File: config.mk
export PLATFORM = sky130hd
export DESIGN_NAME = gost_round_seq
export DESIGN_NICKNAME = d
export VERILOG_FILES = /design/src/rtl/gost_round_seq.sv
export SDC_FILE = /design/constraint.sdc
export NUM_CORES = 1
export LEC_CHECK = 0
export BUFFER_PORTS_ARGS = -buffer_cell sky130_fd_sc_hd__buf_2
export CAP_MARGIN = 20
export CORE_AREA = 2 2 281 228
export CTS_CLUSTER_SIZE = 16
export DETAILED_ROUTE_END_ITERATION = 6
export DIE_AREA = 0 0 283 230
export GPL_ROUTABILITY_DRIVEN = 1
export MAX_ROUTING_LAYER = met4
export RECOVER_POWER = 100
export SYNTH_ARGS = -nofsm -noshare
export SYNTH_HDL_FRONTEND = slang
export SYNTH_SLANG_ARGS = --single-unit
File: constraint.sdc
create_clock -name iclk -period 3.83 [get_ports iclk]
set_input_delay 0.5745 -clock iclk [delete_from_list [all_inputs] [get_ports iclk]]
set_output_delay 0.5745 -clock iclk [all_outputs]
set_load 0.01 [all_outputs]
File: src/rtl/gost_round_seq.sv
// Sequencer for the GOST 28147-89 round unit: 32 keyed iterations, recirculation, final half-swap.
// Optional GOST_DECRYPT_EN adds an idecrypt port that selects the decryption key order.
module gost_round_seq #(
    parameter int unsigned NROUNDS = 32
) (
    input  logic         iclk,
    input  logic         irst,
    input  logic         istart,
    input  logic [63:0]  iblock,
    input  logic [255:0] ikey,
`ifdef GOST_DECRYPT_EN
    input  logic         idecrypt,
`endif
    output logic [63:0]  oblock,
    output logic         odone,
    output logic         obusy,
    output logic         oround_start,
    output logic [63:0]  oround_block,
    output logic [31:0]  oround_key,
    input  logic [63:0]  iround_block,
    input  logic         iround_done
);

    localparam int unsigned BLK_W = 64;
    localparam int unsigned KEY_W = 256;
    localparam int unsigned SK_W  = 32;
    localparam int unsigned CNT_W = 5;

    typedef enum logic [1:0] {
        S_IDLE  = 2'd0,
        S_ISSUE = 2'd1,
        S_WAIT  = 2'd2,
        S_DONE  = 2'd3
    } state_t;

    state_t             r_state, w_state_nxt;
    logic [CNT_W-1:0]   r_cnt, w_cnt_nxt, w_cnt_inc;
    logic [KEY_W-1:0]   r_key, w_key_nxt;
    logic               r_dec, w_dec_nxt, w_dec_in;
    logic [BLK_W-1:0]   r_rblk, w_rblk_nxt;
    logic [SK_W-1:0]    r_sub, w_sub_nxt;
    logic               r_start, w_start_nxt;
    logic               r_busy, w_busy_nxt;
    logic               r_done, w_done_nxt;
    logic [BLK_W-1:0]   r_oblock, w_oblock_nxt;

`ifdef GOST_DECRYPT_EN
    assign w_dec_in = idecrypt;
`else
    assign w_dec_in = 1'b0;
`endif

    assign w_cnt_inc = r_cnt + CNT_W'(1);

    // Encryption reverses the key order for the last 8 rounds; decryption for all but the first 8.
    function automatic logic [SK_W-1:0] f_subkey(input logic [KEY_W-1:0] key,
                                                 input logic [CNT_W-1:0] rnd,
                                                 input logic             dec);
        logic       tail;
        logic [2:0] idx;
        tail = dec ? (rnd >= CNT_W'(8)) : (rnd >= CNT_W'(NROUNDS - 8));
        idx  = tail ? ~rnd[2:0] : rnd[2:0];
        return key[{idx, 5'b00000} +: SK_W];
    endfunction

    always_comb begin
        w_state_nxt  = r_state;
        w_cnt_nxt    = r_cnt;
        w_key_nxt    = r_key;
        w_dec_nxt    = r_dec;
        w_rblk_nxt   = r_rblk;
        w_sub_nxt    = r_sub;
        w_start_nxt  = 1'b0;
        w_busy_nxt   = r_busy;
        w_done_nxt   = 1'b0;
        w_oblock_nxt = r_oblock;
        case (r_state)
            S_IDLE: begin
                if (istart) begin
                    w_key_nxt   = ikey;
                    w_dec_nxt   = w_dec_in;
                    w_rblk_nxt  = iblock;
                    w_cnt_nxt   = '0;
                    w_busy_nxt  = 1'b1;
                    w_sub_nxt   = f_subkey(ikey, CNT_W'(0), w_dec_in);
                    w_start_nxt = 1'b1;
                    w_state_nxt = S_ISSUE;
                end
            end
            S_ISSUE: begin
                w_state_nxt = S_WAIT;
            end
            S_WAIT: begin
                if (iround_done) begin
                    w_rblk_nxt = iround_block;
                    if (r_cnt == CNT_W'(NROUNDS - 1)) begin
                        // Last round must be unswapped: undo the round unit's half-swap.
                        w_oblock_nxt = {iround_block[31:0], iround_block[63:32]};
                        w_done_nxt   = 1'b1;
                        w_state_nxt  = S_DONE;
                    end else begin
                        w_cnt_nxt   = w_cnt_inc;
                        w_sub_nxt   = f_subkey(r_key, w_cnt_inc, r_dec);
                        w_start_nxt = 1'b1;
                        w_state_nxt = S_ISSUE;
                    end
                end
            end
            S_DONE: begin
                w_busy_nxt  = 1'b0;
                w_state_nxt = S_IDLE;
            end
            default: begin
                w_state_nxt = S_IDLE;
            end
        endcase
    end

    always_ff @(posedge iclk or negedge irst) begin
        if (!irst) begin
            r_state  <= S_IDLE;
            r_cnt    <= '0;
            r_key    <= '0;
            r_dec    <= 1'b0;
            r_rblk   <= '0;
            r_sub    <= '0;
            r_start  <= 1'b0;
            r_busy   <= 1'b0;
            r_done   <= 1'b0;
            r_oblock <= '0;
        end else begin
            r_state  <= w_state_nxt;
            r_cnt    <= w_cnt_nxt;
            r_key    <= w_key_nxt;
            r_dec    <= w_dec_nxt;
            r_rblk   <= w_rblk_nxt;
            r_sub    <= w_sub_nxt;
            r_start  <= w_start_nxt;
            r_busy   <= w_busy_nxt;
            r_done   <= w_done_nxt;
            r_oblock <= w_oblock_nxt;
        end
    end

    assign oblock       = r_oblock;
    assign odone        = r_done;
    assign obusy        = r_busy;
    assign oround_start = r_start;
    assign oround_block = r_rblk;
    assign oround_key   = r_sub;

endmodule

# Word-level counts from Yosys, hierarchy flattened
# Index checks and enable logic that the tools add are counted.
[word_totals]
elab_cells = 54
output_inout_bits = 163
ff_bits = 426
inputBits = 388
[classes]
bitwise = 1
n_reduce_logical = 9
add_sub_neg = 1
order_cmp = 1
muxes = 25
n_shift = 1
n_eq_ne = 7
[ops]
columns = ["cell", "count"]
rows = [
  ["variable part select 256 x 9 -> 32 bit", 1],
  ["2-to-1 mux 64 bit", 2],
  ["one-hot mux 64 bit (2 select lines)", 1],
  ["2-to-1 mux 32 bit", 3],
  ["one-hot mux 32 bit (2 select lines)", 1],
  ["2-to-1 mux 5 bit", 3],
  ["one-hot mux 5 bit (2 select lines)", 1],
  ["one-hot mux 2 bit (4 select lines)", 1],
  ["2-to-1 mux 1 bit", 7],
  ["2-to-1 mux 2 bit", 3],
  ["!= test 2 bit, second input constant", 3],
  ["AND reduction 2 bit", 3],
  ["AND reduction 3 bit", 2],
  ["adder 5 x 1 -> 5 bit, second input constant", 1],
  ["== test 5 bit, second input constant", 1],
  [">= comparator 5 bit, second input constant", 1],
  ["== test 2 bit, second input constant", 2],
  ["one-hot mux 1 bit (2 select lines)", 2],
  ["AND reduction 4 bit", 1],
  ["nonzero test 2 bit", 2],
  ["2-to-1 mux 3 bit", 1],
  ["inverter 3 bit", 1],
  ["== test 2 x 1 -> 1 bit, second input constant", 1],
  ["zero test 2 bit", 1],
]

# Depth between registers and ports, before layout
# Gate-level depths: netlist of the first run.
[logic_depth]
word_depth = 7
ltp_mapped = 13
mapped_depth_nobuf = 9

# Worst setup path before layout of the first run
# OpenSTA, ideal clock, no wires.
[synth_path]
kind = "register to register"
startpoint = "reg r_cnt[0]"
endpoint = "reg r_sub[10], in the netlist oround_key[10]"
setup_time_ns = 0.124
path_stages_with_launch = 13
t_arrival_ns = 2.982
required_ns = 3.706
period_less_slack_ns = 3.106
slack_ns = 0.724
cell_sequence = "dfrtp_1 > ha_1 > and3_1 > ha_1 > nor2b_1 > a31o_1 > or3_1 > buf_2 > and2_4 > buf_12 > buf_12 > mux4_2 > a211o_1"
[synth_between]
elab_chain_len = 7
word_cells_on_any_way = 11
[synth_lines]
columns = ["item", "line_no", "text"]
rows = [
  ["start: declaration", "37", "logic [CNT_W-1:0] r_cnt, w_cnt_nxt, w_cnt_inc;"],
  ["start signal: assignment", "133", "r_cnt <= w_cnt_nxt;"],
  ["adder 5 x 1 -> 5 bit", "53", "assign w_cnt_inc = r_cnt + CNT_W'(1);"],
  [">= comparator 5 bit / inverter 3 bit (equally long branches)", "61, 62", ""],
  ["2-to-1 mux 3 bit", "62", "idx = tail ? ~rnd[2:0] : rnd[2:0];"],
  ["variable part select 256 x 9 -> 32 bit", "63", "return key[{idx, 5'b00000} +: SK_W];"],
  ["2-to-1 mux 32 bit", "96", "if (r_cnt == CNT_W'(NROUNDS - 1)) begin"],
  ["2-to-1 mux 32 bit", "94", "if (iround_done) begin"],
  ["one-hot mux 32 bit (2 select lines)", "77", "case (r_state)"],
  ["end signal: assignment", "137", "r_sub <= w_sub_nxt;"],
  ["end: declaration", "41", "logic [SK_W-1:0] r_sub, w_sub_nxt;"],
]
# Several ways; a longest one is shown, not always the timed one. The select of a mux whose other input is x is not followed.
# A chain may end at the register's enable or synchronous reset.

# Final worst setup path of the first run
[layout_path]
startpoint = "reg r_cnt[0]"
endpoint = "reg r_sub[2], in the netlist oround_key[2]"
# The elaborated chain is that of the path after synthesis.

==> reports/results.txt, run 1 <==
Slew @ Worst Pin - 2.804 ns
# hold bufs at CTS - 0
Starting Density - 29.87%
register area share after synthesis - 57.50%
FF/Latch Area - 10660 sq um
ys async rst share - 100.0%
Post-Layout Cell Count - 2768
RePlAce Congestion - 0.9584
post-synthesis compound-gate area fraction - 8.139%
LEAKAGE - 11.00 nW
multi-input logic area - 7491 sq um
CP Class - register to register
vias in the first global route - 14186
Max-cap violations - 2
Sink Count - 426
Internal Power - 0.01256 W
Sw Ratio - 33.26%
Simple-Gate Fraction of Synth Area - 3.064%
setup bufs post-CTS - 0
Crit-path slowest cell - mux4_2
Core ar. - 62070 sq um
setup TNS - 0 ns
headroom to the max-slew limit - -86.94%
Vias - 13316
crit-path cells - ha_1, and3_1, ha_1, inv_1, a211oi_1, or3_2, and2_4, buf_12, mux4_2, a211o_1
cells after synthesis - 1316
TritonCTS Buffers - 48
WHS - 0.2258 ns
crit-path most repeated cell - ha_1
Setup violations, final - 0
final hold violations - 0
Post-synth top flop - dfrtp_1
failing checks - max-capacitance violations, max-slew violations
CTS Root Cell - clkbuf_16
multiplexer share of the synthesized area - 28.51%
DP Cell Count - 2650
Psw - 0.006260 W
status - complete, but fails checks
width of the die - 283 um
IO buf count - 550
Synth Area in Adders - 0.2025%
Final min period - 3.586 ns
fin. max-slew vios - 163
Clock Latency Late Sink - 0.58 ns
gr usage total - 18.62%
Worst-path clk slew - 0.07 ns
initial antenna violation count - 30
number of synthesized flops with an enable pin - 0
Ports - 551
DRC violations left - 0
Vias per Instance - 4.811
Post-Syn Area - 18540 sq um
final wirelength - 60110 um
count of different cell masters after synthesis - 33
Comb power frac - 34.6%
Rows - 82
P&R area growth vs syn - 28.52%
Final Power - 0.01882 W
Mapped Avg Cell Area - 14.09 sq um
unrepaired setup endpoints after global routing - no
largest family of logic cells by synthesized area - multiplexers
VDD IR max - 385.8 uV
hold crit path type - input pin to register
height of the die - 230 um
Bufs on Longest Clock Path - 3
Setup crit end kind - register
global route overflow - 0
first-iteration detailed-routing DRC count - 602
crit-path leading delay family - simple AND/OR/NAND/NOR gates
Pwr Density - 790.0 nW/um^2
startpoint types - register
H-tree depth - 2
Resize count post-CTS - 0
FMAX - 278.9 MHz
Worst EP arrival - 4.03 ns
fin nets - 2251
crit path buf inv count - 2
hpwl dp - 43970 um
die area - 65090 sq um
fillers - 6042
clock network fraction of total power - 25.0%
Yosys Warn Count - 0
critical path's largest stage delay - 0.52 ns
TritonCTS clock tree - yes
antenna-violating nets left - 0
first-pass GRT wire length - 89770 um
largest net degree at the start of global routing - 130
period utilisation layout - 93.62%
fraction of synthesized cell area in xor and xnor cells - 0.04724%
Mapped Nets - 1707
critical path peak fanout - 24
Flop pwr share - 40.4%
Pre-antenna DRT Iters - 5
Final Skew - 0.02018 ns
Critical Path RT - 4.27 ns
layout cells sized above 1 - 45.33%
WL/cell - 21.72 um
flop and latch count out of synthesis - 426
==> logic make-up (layout without fill, tap and decap cells) <==
logic type | count (synthesis) | count (layout)
adder cells (fa/ha/maj) | 3 | 3
AO/OA/AOI/OAI | 210 | 210
buffers and inverters | 108 | 689
other | 0 | 31
XOR/XNOR | 1 | 1
multiplexers | 448 | 448
AND/OR/NAND/NOR | 120 | 120
flip-flops | 426 | 426
==> metrics by stage <==
step	instance area, sq um	util (%)	setup WS (ns)
global placement	22550	36.33	0.3027
detailed placement	22550	36.33	0.2623
CTS	24160	38.93	0.2231
floorplan	18540	-	0.7238
finish	23830	38.39	0.2444
global route	23820	38.37	0.02536
==> power by group through the flow <==
stage	Combinational [W]	Clock [W]	Sequential (W)
2_1_floorplan	0.00446	0	0.00744
3_3_place_gp	0.00674	0	0.00765
3_5_place_dp	0.00691	0	0.00767
4_1_cts	0.00693	0.00485	0.00761
5_1_grt	0.00712	0.00503	0.00783
6_report	0.00651	0.00471	0.00761
==> layer usage <==
| metal | track usage, % | part of all wire, % |
|---|---|---|
| met5 | - | 0 |
| met4 | 4.870 | 2.1 |
| met3 | 6.181 | 8.0 |
| met2 | 30.16 | 48 |
| met1 | 22.29 | 42 |
==> state kept, by name (all words and copies together), names as in the netlist <==
register	flops
oblock	64
obusy	1
odone	1
oround_block	64
oround_key	32
oround_start	1
r_cnt	5
r_key	256
r_state	2
==> worst register-to-register path: stages (launching register included) <==
cell      delay, ns
dfrtp_1        0.46
ha_1           0.31
and3_1         0.22
ha_1           0.40
inv_1          0.11
a211oi_1       0.27
or3_2          0.19
and2_4         0.38
buf_12         0.26
mux4_2         0.54
a211o_1        0.31
==> cell usage after synthesis, types with 2 or more instances <==
library cell	n	share of area, %
buf_12	3	0.32
nand2_1	71	1.4
dfrtp_1	426	58
inv_1	6	0.12
buf_6	2	0.12
buf_1	8	0.16
a21oi_1	5	0.13
ha_1	3	0.20
and3_1	33	1.1
mux4_2	32	3.9
nor2_1	2	0.041
or3_1	3	0.10
mux2_2	320	19
a211oi_1	33	1.3
a211o_1	32	1.5
a22o_1	33	1.6
a221oi_1	32	1.5
mux2i_1	96	5.2
clkbuf_1	88	1.8
nor2b_1	3	0.10
o21ai_0	71	1.9
nand3_1	3	0.081
==> final timing paths <==
check                                            start                           end  slack, ns  depth (start not counted)
max in group asynchronous                         irst         r_key[74]$_DFFE_PN0P_       0.70                          2
max                               r_cnt[0]$_DFFE_PN0P_     oround_key[2]$_DFFE_PN0P_       0.24                         10
min reg2reg                oround_block[5]$_DFFE_PN0P_   oround_block[5]$_DFFE_PN0P_       0.48                          2
min in group asynchronous                         irst  oround_block[49]$_DFFE_PN0P_       0.84                          1
min                                          ikey[156]        r_key[156]$_DFFE_PN0P_       0.23                          2
max reg2reg                       r_cnt[0]$_DFFE_PN0P_     oround_key[2]$_DFFE_PN0P_       0.24                         10
==> cells in the final DEF (no fill, tap or decap), types with 6 or more instances in the layout <==
cell type	instances
diode_2	31
a211oi_1	33
buf_12	7
mux2i_1	96
clkinv_2	10
dfrtp_1	426
nand2_1	70
a221oi_1	32
mux4_2	32
buf_4	12
a22o_1	33
clkbuf_8	7
clkbuf_2	14
and3_1	33
clkbuf_1	185
buf_2	386
inv_1	6
o21ai_0	71
a211o_1	32
clkbuf_16	50
mux2_2	320
==> cell type report <==
class / count / area share (%)
inverter: 6 / 0.09452
tap: 840 / 4.411
multi-input combinational: 782 / 31.44
antenna: 31 / 0.3256
timing repair buffer: 596 / 12.22
clock buffer: 68 / 5.829
sequential: 426 / 44.74
clock inverter: 19 / 0.9400
Note: power is estimated with default switching activity, not from simulation.
==> inputs of run 2 (changes only) <==
--- a/config.mk
+++ b/config.mk
@@ -5,12 +5,13 @@
 export SDC_FILE = /design/constraint.sdc
 export NUM_CORES = 1
 export LEC_CHECK = 0
+export ABC_AREA = 1
 export BUFFER_PORTS_ARGS = -buffer_cell sky130_fd_sc_hd__buf_2
 export CAP_MARGIN = 20
-export CORE_AREA = 2 2 281 228
+export CORE_AREA = 2 2 290 234
 export CTS_CLUSTER_SIZE = 16
 export DETAILED_ROUTE_END_ITERATION = 6
-export DIE_AREA = 0 0 283 230
+export DIE_AREA = 0 0 292 236
 export GPL_ROUTABILITY_DRIVEN = 1
 export MAX_ROUTING_LAYER = met4
 export RECOVER_POWER = 100
==> reports/results.txt, run 2 <==
Yosys Warn Count - 0 (unchanged)
fraction of synthesized cell area in xor and xnor cells - 0.1274% (was 0.04724%)
setup TNS - 0 ns (unchanged)
Vias - 18309 (was 13316)
Pwr Density - 823.6 nW/um^2 (was 790.0 nW/um^2)
WL/cell - 20.14 um (was 21.72 um)
final hold violations - 0 (unchanged)
top-count cell post-synth - dfrtp_1 (unchanged)
Largest register FFs - 256 (unchanged)
Simple-Gate Fraction of Synth Area - 25.55% (was 3.064%)
height of the die - 236 um (was 230 um)
largest family of logic cells by synthesized area - simple AND/OR/NAND/NOR gates (was multiplexers)
Slew @ Worst Pin - 2.321 ns (was 2.804 ns)
initial antenna violation count - 38 (was 30)
Final Skew - 0.01974 ns (was 0.02018 ns)
hpwl dp - 54460 um (was 43970 um)
clock network fraction of total power - 22.4% (was 25.0%)
final wirelength - 76210 um (was 60110 um)
Bufs on Longest Clock Path - 3 (unchanged)
IO buf count - 550 (unchanged)
FMAX - 302.4 MHz (was 278.9 MHz)
Internal Power - 0.01170 W (was 0.01256 W)
die area - 68910 sq um (was 65090 sq um)
post-synthesis compound-gate area fraction - 9.599% (was 8.139%)
fin nets - 3239 (was 2251)
FF/Latch Area - 10660 sq um (unchanged)
hold crit path type - input pin to register (unchanged)
Worst EP arrival - 3.81 ns (was 4.03 ns)
Setup violations, final - 0 (unchanged)
vias in the first global route - 17114 (was 14186)
Final Power - 0.02014 W (was 0.01882 W)
DRC violations left - 0 (unchanged)
commonest non-fill, non-tap cell in the layout - dfrtp_1 (unchanged)
critical path peak fanout - 64 (was 24)
largest area contributor in the netlist - dfrtp_1 (unchanged)
layout cells sized above 1 - 18.54% (was 45.33%)
largest register by flop count - r_key (unchanged)
number of synthesized flops with an enable pin - 0 (unchanged)
Flop pwr share - 35.4% (was 40.4%)
Resize count post-CTS - 0 (unchanged)
fillers - 7045 (was 6042)
Final min period - 3.306 ns (was 3.586 ns)
RePlAce Congestion - 0.9114 (was 0.9584)
flop and latch count out of synthesis - 426 (unchanged)
headroom to the max-slew limit - -54.71% (was -86.94%)
unrepaired setup endpoints after global routing - no (unchanged)
period utilisation layout - 86.33% (was 93.62%)
Mapped Nets - 2783 (was 1707)
setup bufs post-CTS - 0 (unchanged)
VDD IR max - 586.8 uV (was 385.8 uV)
Clock Latency Late Sink - 0.58 ns (about the same)
Core ar. - 66470 sq um (was 62070 sq um)
fin. max-slew vios - 625 (was 163)
status - complete, but fails checks (unchanged)
startpoint types - register (unchanged)
failing checks - max-capacitance violations, max-slew violations (unchanged)
multi-input logic area - 7373 sq um (was 7491 sq um)
most frequent cells in the layout - 426 x dfrtp_1, 422 x nand3_1, 387 x buf_2 (was 426 x dfrtp_1, 386 x buf_2, 320 x mux2_2)
Max-cap violations - 7 (was 2)
width of the die - 292 um (was 283 um)
CP Class - register to register (unchanged)
Post-synth top flop - dfrtp_1 (unchanged)
Pre-antenna DRT Iters - 5 (unchanged)
Synth top cells by count - 426 x dfrtp_1, 422 x nand3_1, 369 x nand2_1 (was 426 x dfrtp_1, 320 x mux2_2, 96 x mux2i_1)
# hold bufs at CTS - 1 (was 0)
ranking of synthesized cells by area - dfrtp_1 54%, nand3_1 11%, a21oi_1 7.4% (was dfrtp_1 58%, mux2_2 19%, mux2i_1 5.2%)
TritonCTS Buffers - 48 (unchanged)
cells after synthesis - 2392 (was 1316)
LEAKAGE - 12.16 nW (was 11.00 nW)
TritonCTS clock tree - yes (unchanged)
M3 GR Usage - 6.191% (was 6.181%)
Setup crit end kind - register (unchanged)
CTS Root Cell - clkbuf_16 (unchanged)
Sw Ratio - 41.90% (was 33.26%)
Vias per Instance - 4.837 (was 4.811)
Critical Path RT - 4.33 ns (was 4.27 ns)
Rows - 85 (was 82)
Post-Syn Area - 19640 sq um (was 18540 sq um)
Worst-path clk slew - 0.06 ns (was 0.07 ns)
first-pass GRT wire length - 112200 um (was 89770 um)
Mapped Avg Cell Area - 8.212 sq um (was 14.09 sq um)
multiplexer share of the synthesized area - 1.777% (was 28.51%)
Starting Density - 29.55% (was 29.87%)
Ports - 551 (unchanged)
fin util - 36.79% (was 38.39%)
count of different cell masters after synthesis - 24 (was 33)
Comb power frac - 42.1% (was 34.6%)
GR Layer Usage met2 - 28.69% (was 30.16%)
Synth top area share - 54.27% (was 57.50%)
first-iteration detailed-routing DRC count - 1785 (was 602)
Psw - 0.008438 W (was 0.006260 W)
met1 usage - 32.71% (was 22.29%)
largest net degree at the start of global routing - 141 (was 130)
H-tree depth - 2 (unchanged)
gr usage total - 22.09% (was 18.62%)
register area share after synthesis - 54.27% (was 57.50%)
antenna-violating nets left - 0 (unchanged)
Synth Area in Adders - 0.1911% (was 0.2025%)
Sink Count - 426 (unchanged)
ys async rst share - 100.0% (unchanged)
P&R area growth vs syn - 24.49% (was 28.52%)
global route overflow - 0 (unchanged)
Most Used Layer, Global Route - met1 (was met2)
[run 2: changes by cell type after synthesis, sizes merged, moves of 230 or more]
cell | previous run | this run
nand3 | 3 | 425
nor2 | 2 | 325
nand2 | 71 | 372
mux2 | 320 | 31
a21oi | 5 | 289
inv | 6 | 236
[run 2: worst paths after layout]
kind                                         from                            to  slack [ns]  depth (start not counted)
max in group asynchronous                    irst  oround_block[55]$_DFFE_PN0P_        0.78                          3
hold reg to reg            oblock[22]$_DFFE_PN0P_        oblock[22]$_DFFE_PN0P_        0.48                          2
setup reg to reg             r_cnt[0]$_DFFE_PN0P_    oround_key[19]$_DFFE_PN0P_        0.52                         12
setup / recovery             r_cnt[0]$_DFFE_PN0P_    oround_key[19]$_DFFE_PN0P_        0.52                         12
hold / removal                   iround_block[23]        oblock[55]$_DFFE_PN0P_        0.20                          3
min in group asynchronous                    irst  oround_block[21]$_DFFE_PN0P_        0.47                          2
[run 2: final cells by class]
cell class | count | share of cell area, %
diodes | 34 | 0.3480
clock buffers | 68 | 5.552
clock inverters | 15 | 0.5884
inverters | 236 | 3.628
multi-input cells | 1551 | 30.15
flip-flops and latches | 426 | 43.60
well taps | 870 | 4.452
repair buffers | 585 | 11.68
[run 2: cell families (layout without fill, tap and decap cells)]
kind of cell,Yosys count,count (layout)
adders and majority gates,3,3
and+or+nand+nor,1155,1155
other,0,34
buffers and inverters,415,904
AOI/OAI and AO/OA,360,360
muxes,31,31
DFF,426,426
xor gates and xnor gates,2,2
[run 2: power groups by stage]
stage	clock, W	combinational, W	sequential [W]
after floorplan	0	0.00546	0.00718
after global placement	0	0.00855	0.00712
after detailed placement	0	0.00857	0.00716
after CTS	0.00465	0.00861	0.00709
after global routing	0.00483	0.00944	0.00730
final	0.00452	0.00849	0.00713
[run 2: worst max-delay path: stages, from the launching register on]
cell	delay (ns)
dfrtp_1	0.59
ha_1	0.25
nand2_1	0.06
nor2_1	0.09
ha_1	0.32
nand3_1	0.29
nand2_1	0.15
nand2_4	0.09
clkbuf_4	0.71
nand3_1	0.15
nand3_1	0.22
nand3_1	0.11
a21oi_1	0.14
[run 2: metrics by stage]
step                instances  hold slack [ns]  area, sq um  setup WS [ns]
floorplan                2392           0.2789        19640          1.591
detailed placement       3667           0.4597        23200         0.7980
CTS                      3751           0.1571        24710         0.7912
global placement         3667           0.4570        23200         0.8500
finish                   3785           0.2003        24450         0.5236
global route             3784           0.1866        24450         0.2375
[run 2: layer usage]
metal  share of wire (%)  vias up
li1                    -     8723
met1                  48     8758
met2                  41      709
met3                 8.9      119
met4                 2.4        0
met5                   0        -
==> inputs of run 3 (changes only) <==
--- a/config.mk
+++ b/config.mk
@@ -9,6 +9,7 @@
 export BUFFER_PORTS_ARGS = -buffer_cell sky130_fd_sc_hd__buf_2
 export CAP_MARGIN = 20
 export CORE_AREA = 2 2 290 234
+export CTS_BUF_LIST = sky130_fd_sc_hd__clkbuf_8 sky130_fd_sc_hd__clkbuf_16
 export CTS_CLUSTER_SIZE = 16
 export DETAILED_ROUTE_END_ITERATION = 6
 export DIE_AREA = 0 0 292 236
==> reports/results.txt, run 3 (synthesized netlist as in run 2, its figures left out) <==
most frequent cells in the layout - 426 x dfrtp_1, 422 x nand3_1, 387 x buf_2 (unchanged)
Ports - 551 (unchanged)
RePlAce Congestion - 0.9114 (unchanged)
DP Worst Slack - 0.7980 ns (unchanged)
IO buf count - 550 (unchanged)
Vias - 18336 (was 18309)
Pre-antenna DRT Iters - 5 (unchanged)
P&R area growth vs syn - 24.49% (unchanged)
Hold Crit Start - iround_block[23] (unchanged)
status - complete, but fails checks (unchanged)
TritonCTS clock tree - yes (unchanged)
global route overflow - 0 (unchanged)
final wirelength - 76240 um (was 76210 um)
Slew @ Worst Pin - 2.299 ns (was 2.321 ns)
Final Power - 0.02012 W (was 0.02014 W)
RR Startpoint - r_cnt[0]$_DFFE_PN0P_ (unchanged)
Vias per Instance - 4.844 (was 4.837)
CTS Root Cell - clkbuf_16 (unchanged)
Post-Layout Cell Count - 3785 (unchanged)
Clock Latency Late Sink - 0.57 ns (was 0.58 ns)
Worst-path clk slew - 0.06 ns (about the same)
H-tree depth - 2 (unchanged)
Final Skew - 0.01781 ns (was 0.01974 ns)
critical path peak fanout - 64 (unchanged)
Critical Path RT - 4.33 ns (about the same)
Max-cap violations - 7 (unchanged)
Starting Density - 29.55% (unchanged)
startpoint types - register (unchanged)
unrepaired setup endpoints after global routing - no (unchanged)
initial antenna violation count - 38 (unchanged)
LEAKAGE - 12.21 nW (was 12.16 nW)
vias in the first global route - 17114 (unchanged)
width of the die - 292 um (unchanged)
first-pass GRT wire length - 112200 um (unchanged)
Largest register FFs - 256 (unchanged)
largest net degree at the start of global routing - 141 (unchanged)
headroom to the max-slew limit - -53.29% (was -54.71%)
Bufs on Longest Clock Path - 3 (unchanged)
setup TNS - 0 ns (unchanged)
height of the die - 236 um (unchanged)
CP Class - register to register (unchanged)
VDD IR max - 586.0 uV (was 586.8 uV)
first-iteration detailed-routing DRC count - 1783 (was 1785)
WL/cell - 20.14 um (about the same)
Final min period - 3.319 ns (was 3.306 ns)
final hold violations - 0 (unchanged)
die area - 68910 sq um (unchanged)
period utilisation layout - 86.66% (was 86.33%)
failing checks - max-capacitance violations, max-slew violations (unchanged)
setup ws final - 0.5108 ns (was 0.5236 ns)
setup bufs post-CTS - 0 (unchanged)
hold crit path type - input pin to register (unchanged)
Resize count post-CTS - 0 (unchanged)
Pwr Density - 822.7 nW/um^2 (was 823.6 nW/um^2)
Rows - 85 (unchanged)
fin nets - 3239 (unchanged)
Setup crit end kind - register (unchanged)
DP Cell Count - 3667 (unchanged)
largest register by flop count - r_key (unchanged)
Setup violations, final - 0 (unchanged)
antenna-violating nets left - 0 (unchanged)
TritonCTS Buffers - 48 (unchanged)
FMAX - 301.3 MHz (was 302.4 MHz)
Worst Setup SP - r_cnt[0]$_DFFE_PN0P_ (unchanged)
layout cells sized above 1 - 18.54% (unchanged)
fillers - 7045 (unchanged)
fin. max-slew vios - 664 (was 625)
Sink Count - 426 (unchanged)
gr usage total - 22.09% (unchanged)
commonest non-fill, non-tap cell in the layout - dfrtp_1 (unchanged)
Core ar. - 66470 sq um (unchanged)
DRC violations left - 0 (unchanged)
Worst EP arrival - 3.82 ns (was 3.81 ns)
fin util - 36.79% (unchanged)
hpwl dp - 54460 um (unchanged)
==> run 3: changes by cell type in the layout (fill, tap and decap cells not counted) <==
| cell | previous run | this run |
|---|---|---|
| inv_1 | 232 | 245 |
| clkbuf_1 | 178 | 165 |
==> run 3: through the flow <==
stage          instance area (sq um)  hold slack (ns)
3_5_place_dp                   23200           0.4597
4_1_cts                        24710           0.1571
6_report                       24450           0.2009
2_1_floorplan                  19640           0.2789
5_1_grt                        24450           0.1866
3_3_place_gp                   23200           0.4570
==> run 3: worst paths after layout <==
check,endpoint,slack (ns),cells after the start
max,oround_key[19]$_DFFE_PN0P_,0.51,12
min,oblock[55]$_DFFE_PN0P_,0.20,3
max reg2reg,oround_key[19]$_DFFE_PN0P_,0.51,12
min reg2reg,oblock[22]$_DFFE_PN0P_,0.48,2
max in group asynchronous,oround_block[55]$_DFFE_PN0P_,0.78,3
min in group asynchronous,oround_block[21]$_DFFE_PN0P_,0.47,2
==> run 3: what timing repair did <==
| item | in CTS | in global routing |
|---|---|---|
| hold endpoints to repair | 46 | 0 |
| endpoints found under the setup margin | 0 | 0 |
| hold buffers | 1 | 0 |
==> run 3: per-layer routing <==
layer | up-vias | wire length [um] | global-route usage, %
met5 | - | 0 | -
met4 | 0 | 1919 | 6.701
met3 | 128 | 6838 | 6.191
met2 | 722 | 31150 | 28.69
met1 | 8763 | 36330 | 32.71
li1 | 8723 | - | -
==> run 3: worst max-delay path, stage by stage (launching register included) <==
cell and delay [ns]:
dfrtp_1 0.59, ha_1 0.25, nand2_1 0.06, nor2_1 0.09, ha_1 0.32, nand3_1 0.29
nand2_1 0.15, nand2_4 0.09, clkbuf_4 0.72, nand3_1 0.15, nand3_1 0.22, nand3_1 0.11
a21oi_1 0.15
==> run 3: report_power, final <==
group | total [W] | leakage [nW] | internal [W] | switching (W)
Clock | 0.00449 | 0.797 | 0.00256 | 0.00193
Combinational | 0.00850 | 6.51 | 0.00275 | 0.00574
Sequential | 0.00713 | 4.90 | 0.00635 | 0.000780
==> run 3: area by class of cell <==
class                           count  area (sq um)  area share (%)
Antenna cell                       34         85.08          0.3480
Clock buffer                       55          1309           5.352
Clock inverter                     28         192.7          0.7880
Inverter                          236         887.1           3.628
Multi-Input combinational cell   1551          7373           30.15
Sequential cell                   426         10660           43.60
Tap cell                          870          1089           4.452
Timing Repair Buffer              585          2856           11.68
